$ cat src/rtl/harmonic_scheduler.sv
// -----------------------------------------------------------------------------
// harmonic_scheduler
//
// Shares one sine ROM between three harmonic phase accumulators stepping at
// 1x, 2x and 4x the fundamental step. Each accepted request advances all three
// phases, fetches only the harmonics the registered weight needs (one ROM
// access per harmonic, strictly sequential), accumulates the weighted terms
// and emits one 18-bit signed sample together with a one-cycle sample_ready.
//
// Ports
//   clk                   system clock, all state on the rising edge
//   reset                 asynchronous reset, active low
//   play_enable           request qualifier (must be 1 to accept)
//   generate_next_sample  one-cycle request pulse
//   note_done             request qualifier (1 blocks acceptance)
//   note_start            one-cycle pulse, zeroes all phase accumulators
//   step_size             fundamental phase increment
//   weight                0: H1, 1: H1+H2, 2/3: H1+H2+H3
//   rom_addr              shared sine ROM address (registered, held when idle)
//   rom_data              signed ROM sample, ROM_LATENCY cycles after address
//   harmonic_out          signed weighted sample, held until the next update
//   sample_ready          one-cycle pulse, harmonic_out has just been updated
//   busy                  1 while a request is in progress
//   overrun               sticky, a request arrived while busy
// -----------------------------------------------------------------------------
module harmonic_scheduler #(
    parameter int ROM_LATENCY = 1,
    parameter int PHASE_W     = 20,
    parameter int ADDR_W      = 10
) (
    input  logic               clk,
    input  logic               reset,
    input  logic               play_enable,
    input  logic               generate_next_sample,
    input  logic               note_done,
    input  logic               note_start,
    input  logic [PHASE_W-1:0] step_size,
    input  logic [1:0]         weight,
    output logic [ADDR_W-1:0]  rom_addr,
    input  logic [15:0]        rom_data,
    output logic [17:0]        harmonic_out,
    output logic               sample_ready,
    output logic               busy,
    output logic               overrun
);

    typedef enum logic [1:0] {
        ST_IDLE  = 2'd0,
        ST_ISSUE = 2'd1,
        ST_WAIT  = 2'd2,
        ST_DONE  = 2'd3
    } state_t;

    // The last WAIT cycle is the one in which rom_data is valid.
    localparam logic [1:0] WAIT_LAST = 2'(ROM_LATENCY - 1);

    // Number of harmonics fetched for a given weight.
    function automatic logic [1:0] harmonic_count(input logic [1:0] w);
        logic [1:0] n;
        case (w)
            2'd0:    n = 2'd1;
            2'd1:    n = 2'd2;
            default: n = 2'd3;
        endcase
        return n;
    endfunction

    // Weighted contribution of harmonic k for sample x. The coefficients per
    // weight sum to at most 1.0, so the 18-bit sum never overflows.
    function automatic logic [17:0] weighted_term(input logic [15:0] x,
                                                  input logic [1:0]  w,
                                                  input logic [1:0]  k);
        logic signed [17:0] xs;
        logic signed [17:0] t;
        xs = {{2{x[15]}}, x};
        t  = 18'sd0;
        case (w)
            2'd0: begin
                t = xs;
            end
            2'd1: begin
                if (k == 2'd1) begin
                    t = (xs >>> 1) + (xs >>> 3);
                end else begin
                    t = (xs >>> 2) + (xs >>> 3);
                end
            end
            default: begin
                case (k)
                    2'd1:    t = (xs >>> 1) + (xs >>> 3);
                    2'd2:    t = xs >>> 2;
                    2'd3:    t = xs >>> 3;
                    default: t = 18'sd0;
                endcase
            end
        endcase
        return t;
    endfunction

    state_t             state_r;
    state_t             state_next_s;
    logic [PHASE_W-1:0] phase1_r;
    logic [PHASE_W-1:0] phase2_r;
    logic [PHASE_W-1:0] phase3_r;
    logic [PHASE_W-1:0] phase1_next_s;
    logic [PHASE_W-1:0] phase2_next_s;
    logic [PHASE_W-1:0] phase3_next_s;
    logic [PHASE_W-1:0] next_k_phase_s;
    logic [1:0]         weight_r;
    logic [1:0]         nh_r;
    logic [1:0]         k_r;
    logic [1:0]         wait_cnt_r;
    logic [17:0]        acc_r;
    logic [17:0]        term_s;
    logic [17:0]        acc_sum_s;
    logic               zero_pend_r;
    logic               accept_s;
    logic               data_valid_s;
    logic               last_k_s;
    logic [ADDR_W-1:0]  rom_addr_r;
    logic [17:0]        harmonic_out_r;
    logic               sample_ready_r;
    logic               busy_r;
    logic               overrun_r;

    assign rom_addr     = rom_addr_r;
    assign harmonic_out = harmonic_out_r;
    assign sample_ready = sample_ready_r;
    assign busy         = busy_r;
    assign overrun      = overrun_r;

    // Request qualification, ROM-data timing and next-state decode.
    always_comb begin
        state_next_s = state_r;
        accept_s     = 1'b0;
        data_valid_s = 1'b0;
        last_k_s     = 1'b0;
        if (state_r == ST_IDLE) begin
            accept_s = generate_next_sample & play_enable & ~note_done;
        end else begin
            accept_s = 1'b0;
        end
        if ((state_r == ST_WAIT) && (wait_cnt_r == WAIT_LAST)) begin
            data_valid_s = 1'b1;
        end else begin
            data_valid_s = 1'b0;
        end
        last_k_s = (k_r == nh_r);
        case (state_r)
            ST_IDLE: begin
                if (accept_s) begin
                    state_next_s = ST_ISSUE;
                end else begin
                    state_next_s = ST_IDLE;
                end
            end
            ST_ISSUE: begin
                state_next_s = ST_WAIT;
            end
            ST_WAIT: begin
                if (!data_valid_s) begin
                    state_next_s = ST_WAIT;
                end else if (last_k_s) begin
                    state_next_s = ST_DONE;
                end else begin
                    state_next_s = ST_ISSUE;
                end
            end
            ST_DONE: begin
                state_next_s = ST_IDLE;
            end
            default: begin
                state_next_s = ST_IDLE;
            end
        endcase
    end

    // Phase values produced by an accepting edge: a coincident note_start
    // zeroes first, then the 1x/2x/4x steps are added (shifts truncate).
    always_comb begin
        phase1_next_s = {PHASE_W{1'b0}};
        phase2_next_s = {PHASE_W{1'b0}};
        phase3_next_s = {PHASE_W{1'b0}};
        if (note_start) begin
            phase1_next_s = step_size;
            phase2_next_s = {step_size[PHASE_W-2:0], 1'b0};
            phase3_next_s = {step_size[PHASE_W-3:0], 2'b00};
        end else begin
            phase1_next_s = phase1_r + step_size;
            phase2_next_s = phase2_r + {step_size[PHASE_W-2:0], 1'b0};
            phase3_next_s = phase3_r + {step_size[PHASE_W-3:0], 2'b00};
        end
    end

    // Phase of the harmonic fetched after the current one (k+1 is 2 or 3).
    always_comb begin
        next_k_phase_s = phase2_r;
        case (k_r)
            2'd1:    next_k_phase_s = phase2_r;
            default: next_k_phase_s = phase3_r;
        endcase
    end

    // Weighted term for the ROM word arriving this cycle and running sum.
    always_comb begin
        term_s    = weighted_term(rom_data, weight_r, k_r);
        acc_sum_s = acc_r + term_s;
    end

    // State register.
    always_ff @(posedge clk or negedge reset) begin
        if (!reset) begin
            state_r <= ST_IDLE;
        end else begin
            state_r <= state_next_s;
        end
    end

    // Phase accumulators. A note_start seen while busy is deferred to the
    // DONE->IDLE edge so the in-flight sample keeps its phases.
    always_ff @(posedge clk or negedge reset) begin
        if (!reset) begin
            phase1_r    <= {PHASE_W{1'b0}};
            phase2_r    <= {PHASE_W{1'b0}};
            phase3_r    <= {PHASE_W{1'b0}};
            zero_pend_r <= 1'b0;
        end else if (accept_s) begin
            phase1_r    <= phase1_next_s;
            phase2_r    <= phase2_next_s;
            phase3_r    <= phase3_next_s;
            zero_pend_r <= 1'b0;
        end else if (((state_r == ST_IDLE) && note_start) ||
                     ((state_r == ST_DONE) && (note_start || zero_pend_r))) begin
            phase1_r    <= {PHASE_W{1'b0}};
            phase2_r    <= {PHASE_W{1'b0}};
            phase3_r    <= {PHASE_W{1'b0}};
            zero_pend_r <= 1'b0;
        end else if (note_start) begin
            zero_pend_r <= 1'b1;
        end else begin
            zero_pend_r <= zero_pend_r;
        end
    end

    // Sequencing datapath: captured weight, harmonic index, ROM wait counter,
    // ROM address and the running accumulator.
    always_ff @(posedge clk or negedge reset) begin
        if (!reset) begin
            weight_r   <= 2'd0;
            nh_r       <= 2'd1;
            k_r        <= 2'd1;
            wait_cnt_r <= 2'd0;
            acc_r      <= 18'd0;
            rom_addr_r <= {ADDR_W{1'b0}};
        end else if (accept_s) begin
            weight_r   <= weight;
            nh_r       <= harmonic_count(weight);
            k_r        <= 2'd1;
            wait_cnt_r <= 2'd0;
            acc_r      <= 18'd0;
            rom_addr_r <= phase1_next_s[PHASE_W-1 -: ADDR_W];
        end else if (state_r == ST_ISSUE) begin
            wait_cnt_r <= 2'd0;
        end else if (data_valid_s) begin
            acc_r <= acc_sum_s;
            if (!last_k_s) begin
                k_r        <= k_r + 2'd1;
                rom_addr_r <= next_k_phase_s[PHASE_W-1 -: ADDR_W];
            end else begin
                k_r <= k_r;
            end
        end else if (state_r == ST_WAIT) begin
            wait_cnt_r <= wait_cnt_r + 2'd1;
        end else begin
            wait_cnt_r <= wait_cnt_r;
        end
    end

    // Registered outputs: sample and its strobe land on the edge entering
    // DONE, so both are visible during the DONE cycle.
    always_ff @(posedge clk or negedge reset) begin
        if (!reset) begin
            harmonic_out_r <= 18'd0;
            sample_ready_r <= 1'b0;
            busy_r         <= 1'b0;
            overrun_r      <= 1'b0;
        end else begin
            if (data_valid_s && last_k_s) begin
                harmonic_out_r <= acc_sum_s;
                sample_ready_r <= 1'b1;
            end else begin
                sample_ready_r <= 1'b0;
            end
            busy_r    <= (state_next_s != ST_IDLE);
            overrun_r <= overrun_r | (generate_next_sample & (state_r != ST_IDLE));
        end
    end

endmodule

$ cat config.mk
export PLATFORM = sky130hd
export DESIGN_NAME = harmonic_scheduler
export DESIGN_NICKNAME = d
export VERILOG_FILES = /design/src/rtl/harmonic_scheduler.sv
export SDC_FILE = /design/constraint.sdc
export NUM_CORES = 1
export LEC_CHECK = 0
export CELL_PAD_IN_SITES_DETAIL_PLACEMENT = 1
export CELL_PAD_IN_SITES_GLOBAL_PLACEMENT = 2
export CORE_MARGIN = 2
export CORE_UTILIZATION = 40
export CTS_CLUSTER_SIZE = 16
export DETAILED_ROUTE_END_ITERATION = 8
export HOLD_SLACK_MARGIN = 0.08
export PLACE_DENSITY = 0.94
export SYNTH_ARGS = -nofsm -noshare
export SYNTH_HDL_FRONTEND = slang
export SYNTH_SLANG_ARGS = --single-unit
$ cat constraint.sdc
create_clock -name clk -period 8.85 [get_ports clk]
set_clock_uncertainty 0.1 [all_clocks]
set_input_delay 1.77 -clock clk [delete_from_list [all_inputs] [get_ports clk]]
set_output_delay 1.77 -clock clk [all_outputs]
set_load 0.01 [all_outputs]
==> key figures, run 1 <==
Cells and area
  • Nets: 1340
  • Synth-to-layout area growth: 16.6%
  • Multi-input gate area: 6460 µm²
  • Share of cells above drive strength 1: 0.0508
  • # fillers: 2825
  • Storage element area: 2930 µm²
  • N_diodes: 0

Yosys
  • Simple-Gate Fraction of Synth Area: 0.146
  • Post-synth EDFFs: 0
  • Multiplexer share of the synthesized area: 0.0233
  • Asr flop ratio synth: 1.00
  • Post-synthesis compound-gate area fraction: 0.276
  • Synth Area in Adders: 0.145
  • Primary FF master, synth: dfrtp_1
  • Avg Cell Area, Syn: 8.52 µm²
  • Syn_nets: 1283
  • Netlist cell types: 67
  • Mapped Area: 9630 µm²
  • Warnings, synthesis: 0
  • Xor and xnor area share after synthesis: 0.0782
  • Sequential area share after synthesis: 0.304
  • Largest family of logic cells by synthesized area: compound AO/OA/AOI/OAI gates
  • Register bit total from synthesis: 117
  • Synth Instances: 1131

Hold path
  • Min-delay src: harmonic_out[1]
  • Hold Path End: harmonic_out[1]
  • Hold Path Cell Cnt: 2
  • HP Class: register to register

Pwr
  • Leak: 5.11 nW
  • Power Total: 3.79 mW
  • Cell Pwr Density: 338 nW/µm²
  • VDD IR max: 0.209 mV

Clock network
  • CTS H-tree depth: 4
  • Post-cts resize count: 0
  • Cts hold-fix bufs: 0
  • TritonCTS clock tree: done
  • Clock sinks: 117
  • Num CTS Buffers: 17
  • Skew-Pair Late Insertion Delay: 430 ps
  • Maximum clock insertion buffer count: 2
  • Worst-path clk slew: 60 ps
  • Post-CTS Setup Bufs: 0
  • Clk root buf: clkbuf_16

Timing
  • TNS Setup: 0 ps
  • Final hold vios: 0
  • Max Freq: 0.159 GHz
  • RSZ-0062 raised after global routing: false
  • Fin crit period: 6280 ps
  • Final Max Tran Viols: 0
  • # setup viols final: 0
  • Worst-Margin Slew: 1160 ps
  • Final WS setup: 2570 ps
  • Fin crit share: 0.710
  • Slew margin rel.: 0.227

Drt
  • Met1 WL: 13.2 mm
  • Final WL: 28.8 mm
  • WL/cell: 19.0 µm
  • DR vias/cell: 5.78
  • Total number of vias: 8776
  • Initial DRC Count: 475
  • Drc violations: 0
  • Top sig layer: met4
  • Wire length on met2: 14.4 mm
  • Detailed Routing Iterations Pass 1: 5
  • DR WL met3: 654 µm
  • Post-DRT Antenna Nets: 0

Worst setup path
  • FF-to-FF path depth: 17
  • Reg2reg end: harmonic_out[16]
  • Crit Reg-Reg Startpoint: k_r[0]
  • Worst-path maximum fanout: 8
  • Setup crit end kind: register
  • Reg2reg setup slack: 4270 ps
  • Critical Path Source Type: primary input
  • Critical Path RT: 9050 ps
  • Arr. time, crit path: 6490 ps
  • Critical Setup Path Class: primary input to register

Die
  • Top Ports: 75
  • Num rows: 56
  • Chip Height: 159 µm
  • Initial core utilization: 0.409
  • Core area: 23500 µm²
  • Die area: 25300 µm²
  • Die X: 159 µm

GRT
  • Grt ovf: 0
  • Overall Global Routing Usage: 0.231
  • Vias in the first global route: 9267
  • Largest net degree at the start of global routing: 61
  • Global-route wire length before repair: 47.8 mm
  • Initial antenna violation count: 0

Outcome
  • Outcome: finished, final reports clean

Place
  • Final HPWL DP: 20.8 mm
  • Pre-CTS WS: 2160 ps
  • GPL Wtd Cong: 0.807
  • # port buffers: 74

Run
  • # Max-Cap Violations: 0
-- cells in the final DEF (no fill, tap or decap), drive strengths merged, types with 33 or more instances in the layout --
| master | instances |
|---|---|
| dfrtp | 115 |
| a21oi | 80 |
| xor2 | 45 |
| xnor2 | 41 |
| ha | 102 |
| a22o | 33 |
| nand2 | 144 |
| clkdlybuf4s50 | 72 |
| nor2 | 66 |
| o21ai | 147 |
-- worst max-delay path by stage --
stage	start	to	slack (ps)	cells past startpoint
2_1_floorplan	rom_data[2]	harmonic_out[16]	3340	20
3_3_place_gp	rom_data[4]	harmonic_out[16]	2370	20
3_5_place_dp	rom_data[4]	harmonic_out[16]	2160	20
4_1_cts	rom_data[4]	harmonic_out[16]	2540	20
5_1_grt	rom_data[4]	harmonic_out[16]	2200	20
6_report	rom_data[3]	harmonic_out[16]	2570	21
-- critical path: stages --
cell and delay, ps:
clkdlybuf4s50_1 590, ha_1 310, fa_1 410, a21o_1 200
a21o_1 210, a21oi_1 170, o21bai_1 130, a211oi_1 260
xor2_1 180, o21ai_1 70, a22oi_1 180, nor2_1 80
ha_1 340, nand2_1 100, nor2_1 50, a2111oi_0 470
o21a_1 220, o31ai_1 110, a31oi_1 250, xnor2_1 110
mux2_2 270
-- flip-flops by register name, summed over array words and instances (netlist names), 10 cells and up --
signal        flops
phase1_r         20
harmonic_out     18
phase2_r         19
phase3_r         18
rom_addr         10
acc_r            18
-- area by class of cell --
class	instances	share of cell area
multi-input cells	943	0.576
flip-flops and latches	117	0.261
repair buffers	82	0.0707
clock buffers	21	0.0410
well taps	319	0.0356
inverters	27	0.00903
clock inverters	10	0.00669
-- per-stage QoR --
stage	std cells	util	hold WS [ps]	instance area, µm²
5_1_grt	1519	0.477	402	11200
2_1_floorplan	1131	-	350	9630
3_3_place_gp	1488	0.454	352	10700
6_report	1519	0.477	385	11200
3_5_place_dp	1488	0.454	369	10700
4_1_cts	1519	0.477	385	11200
-- synth_stat cells, types with 3 or more instances --
library cell	n	area (µm²)
ha_1	102	1280
and3_1	13	81.3
dfrtp_1	115	2880
nand3_1	27	135
or2_2	5	31.3
xnor2_1	41	359
and2_1	7	43.8
inv_1	26	97.6
o31ai_1	6	45.0
mux2i_1	19	190
nor2b_1	10	62.6
o221ai_1	4	35.0
o21ai_1	45	225
nand2b_1	9	56.3
o211ai_1	15	113
a211oi_1	12	90.1
nor3_1	11	55.1
a22o_1	33	289
clkbuf_1	36	135
or4_1	4	30.0
a22oi_1	23	173
o21ai_0	102	510
o21bai_1	13	97.6
fa_1	6	120
buf_1	8	30.0
a21oi_1	79	395
nor2_1	66	248
nand4_1	4	25.0
o21a_1	16	120
a311oi_1	4	35.0
a21o_1	29	218
nand2_1	144	541
a32oi_1	3	26.3
a31oi_1	9	56.3
xor2_1	45	394
-- logic make-up (layout without fill, tap and decap cells) --
| family | after synthesis | in the layout |
|---|---|---|
| muxes | 22 | 22 |
| buffers and inverters | 71 | 140 |
| xor gates and xnor gates | 86 | 86 |
| adders and majority gates | 108 | 108 |
| DFF | 117 | 117 |
| AOI/OAI and AO/OA | 416 | 416 |
| and+or+nand+nor | 311 | 311 |
-- where the power goes --
group | internal [mW] | switching (mW)
Sequential | 0.738 | 0.162
Combinational | 0.939 | 1.31
Clock | 0.373 | 0.270
-- routing by layer --
| metal | vias to the layer above | global-route usage |
|---|---|---|
| met5 | - | 0 |
| met4 | 0 | 0.0727 |
| met3 | 34 | 0.0320 |
| met2 | 120 | 0.415 |
| met1 | 4350 | 0.287 |
| li1 | 4272 | - |
Power figures use the tool's default switching activity.
==> run 2: changes to the inputs <==
--- a/config.mk
+++ b/config.mk
@@ -8,11 +8,11 @@
 export CELL_PAD_IN_SITES_DETAIL_PLACEMENT = 1
 export CELL_PAD_IN_SITES_GLOBAL_PLACEMENT = 2
 export CORE_MARGIN = 2
-export CORE_UTILIZATION = 40
+export CORE_UTILIZATION = 37
 export CTS_CLUSTER_SIZE = 16
 export DETAILED_ROUTE_END_ITERATION = 8
 export HOLD_SLACK_MARGIN = 0.08
-export PLACE_DENSITY = 0.94
+export PLACE_DENSITY = 0.88
 export SYNTH_ARGS = -nofsm -noshare
 export SYNTH_HDL_FRONTEND = slang
 export SYNTH_SLANG_ARGS = --single-unit
==> constraint.sdc (replaced) <==
create_clock -name clk -period 6.3 [get_ports clk]
set_clock_uncertainty 0.1 [all_clocks]
set_input_delay 1.26 -clock clk [delete_from_list [all_inputs] [get_ports clk]]
set_output_delay 1.26 -clock clk [all_outputs]
set_load 0.01 [all_outputs]
==> run 2 against run 1 <==
  * Sequential power up 40%
  * Total power grew 43%
  * Clock-buffer cell count shrank 4
  * Sequential share of layout area is 0.23 points lower
  * Largest cell class unchanged
==> key figures, run 2 (synthesis results as in run 1) <==
Die
  • Die X: 165 µm (+3.9%)
  • Core area: 25800 µm² (+9.7%)
  • Initial core utilization: 0.373 (-0.0363)
  • Top Ports: 75 (unchanged)
  • Chip Height: 165 µm (+3.9%)
  • Num rows: 59 (+5.4%)
  • Die area: 27300 µm² (+7.9%)

Clock network
  • Worst-path clk slew: 60 ps (about the same)
  • Clk root buf: clkbuf_16
  • Post-cts resize count: 0 (unchanged)
  • TritonCTS clock tree: done
  • Skew-Pair Late Insertion Delay: 430 ps (about the same)
  • Clock sinks: 117 (unchanged)
  • Post-CTS Setup Bufs: 0 (unchanged)
  • CTS H-tree depth: 4 (unchanged)
  • Num CTS Buffers: 17 (unchanged)
  • Maximum clock insertion buffer count: 2 (unchanged)
  • Cts hold-fix bufs: 0 (unchanged)

Timing
  • Worst-Margin Slew: 953 ps (-208 ps)
  • Hold_ws: 376 ps (-8.47 ps)
  • Max Freq: 0.178 GHz
  • TNS Setup: 0 ps (unchanged)
  • Fin crit period: 5630 ps
  • Final hold vios: 0 (unchanged)
  • RSZ-0062 raised after global routing: false
  • Slew margin rel.: 0.363 (+0.136)
  • # setup viols final: 0 (unchanged)
  • Fin crit share: 0.894
  • Final Max Tran Viols: 0 (unchanged)

Worst setup path
  • Critical Path RT: 6510 ps (-2540 ps)
  • Reg2reg setup slack: 1780 ps (-2490 ps)
  • Crit Reg-Reg Startpoint: k_r[0]
  • Crit path cell chain: clkdlybuf4s50_1, ha_1, fa_1, a21o_1, a21o_1, a21oi_1, o21bai_1, a211oi_1, xor2_1, o21ai_1, a22oi_1, nor2_1, ha_1, nand2_1, nor2_1, a2111oi_0, o21a_1, o31ai_1, a31oi_1, xnor2_1, mux2_2
  • Critical Path Source Type: primary input
  • Arr. time, crit path: 5840 ps (-650 ps)
  • CP max-delay cell: clkdlybuf4s50_1
  • Worst-path maximum fanout: 5 (-3)
  • FF-to-FF path depth: 17 (unchanged)
  • Reg2reg end: harmonic_out[10]
  • Critical Setup Path Class: primary input to register
  • Setup crit end kind: register
  • Crit-path max cell delay: 500 ps (-90 ps)

GRT
  • Vias in the first global route: 9446 (+1.9%)
  • Initial antenna violation count: 0 (unchanged)
  • Grt ovf: 0 (unchanged)
  • Global-route wire length before repair: 48.1 mm (+0.72%)
  • Overall Global Routing Usage: 0.222 (-0.00922)
  • Largest net degree at the start of global routing: 68 (+11%)

Cells and area
  • Post-route cell area: 11300 µm² (+0.88%)
  • Commonest cells after routing, fill and taps aside: nand2_1, dfrtp_1, o21ai_0, ha_1, a21oi_1
  • Share of cells above drive strength 1: 0.0564 (+0.00560)
  • Most flops, register: phase1_r
  • Max reg flops: 20 (unchanged)
  • Synth-to-layout area growth: 17.6%
  • Final Core Density: 0.438 (-0.0385)
  • Nets: 1344 (+0.30%)
  • Top flop regs: phase1_r (20), phase2_r (19)
  • Most common cell after layout, fill and taps aside: nand2_1

Outcome
  • Outcome: finished, final reports clean

Drt
  • WL/cell: 18.8 µm (-1.1%)
  • Post-DRT Antenna Nets: 0 (unchanged)
  • Total number of vias: 8802 (+0.30%)
  • Detailed Routing Iterations Pass 1: 5 (unchanged)
  • Drc violations: 0 (unchanged)
  • DR vias/cell: 5.71 (-1.1%)
  • Initial DRC Count: 382 (-20%)
  • Final WL: 28.9 mm (+0.34%)

Place
  • # port buffers: 74 (unchanged)
  • Placed cell area: 10700 µm² (+0.47%)
  • Final HPWL DP: 21.3 mm (+2.5%)
  • GPL Wtd Cong: 0.802 (-0.56%)

Pwr
  • Leak: 5.15 nW (+0.76%)
  • VDD IR max: 0.288 mV (+38%)
  • Cell Pwr Density: 479 nW/µm² (+42%)

Hold path
  • Min-delay src: harmonic_out[13]
  • Hold Path Cell Cnt: 2 (unchanged)
  • HP Class: register to register
  • Hold Path End: harmonic_out[13]

Run
  • # Max-Cap Violations: 0 (unchanged)
==> run 2: worst max-delay path by stage <==
stage,start,cells past startpoint,end,slack (ps)
after global routing,rom_data[2],22,harmonic_out[17],310
after global placement,rom_data[2],21,harmonic_out[16],420
after CTS,rom_data[2],21,harmonic_out[16],700
after detailed placement,rom_data[2],21,harmonic_out[16],330
final,rom_data[2],21,harmonic_out[16],670
after floorplan,rom_data[2],20,harmonic_out[16],1300
==> run 2: through the flow <==
step                std cells  power [mW]  worst slack (ps)
floorplan                1131        3.43              1300
global placement         1508        4.37               422
detailed placement       1508        4.46               327
CTS                      1540        5.47               697
global route             1540        5.91               311
finish                   1541        5.43               667
==> run 2: layout make-up <==
cell class              instances  area, µm²
clock buffers                  17        425
flip-flops and latches        117       2930
diodes                          1       2.50
clock inverters                15        156
repair buffers                 86        823
fillers                      3026      14500
multi-input cells             943       6460
well taps                     335        419
inverters                      27        101
==> run 2: report_power, final <==
| part | switching, mW | total (mW) | internal [mW] |
|---|---|---|---|
| logic | 1.86 | 3.19 | 1.33 |
| registers | 0.225 | 1.26 | 1.04 |
| clock network | 0.392 | 0.975 | 0.583 |
| total | 2.48 | 5.43 | 2.95 |
==> run 2: worst max-delay path: cells and delay by family <==
kind                       cells  cell delay, ps
adders and majority gates      3            1060
xor gates and xnor gates       2             270
AOI/OAI and AO/OA             11            2250
buffers and inverters          1             500
and+or+nand+nor                3             240
muxes                          1             260
==> run 2: per-layer routing <==
layer,global-route usage,vias to the layer above,part of all wire
li1,-,4276,-
met4,0.0756,0,0.023
met5,0,-,0
met1,0.282,4360,0.47
met3,0.0305,35,0.027
met2,0.388,131,0.48
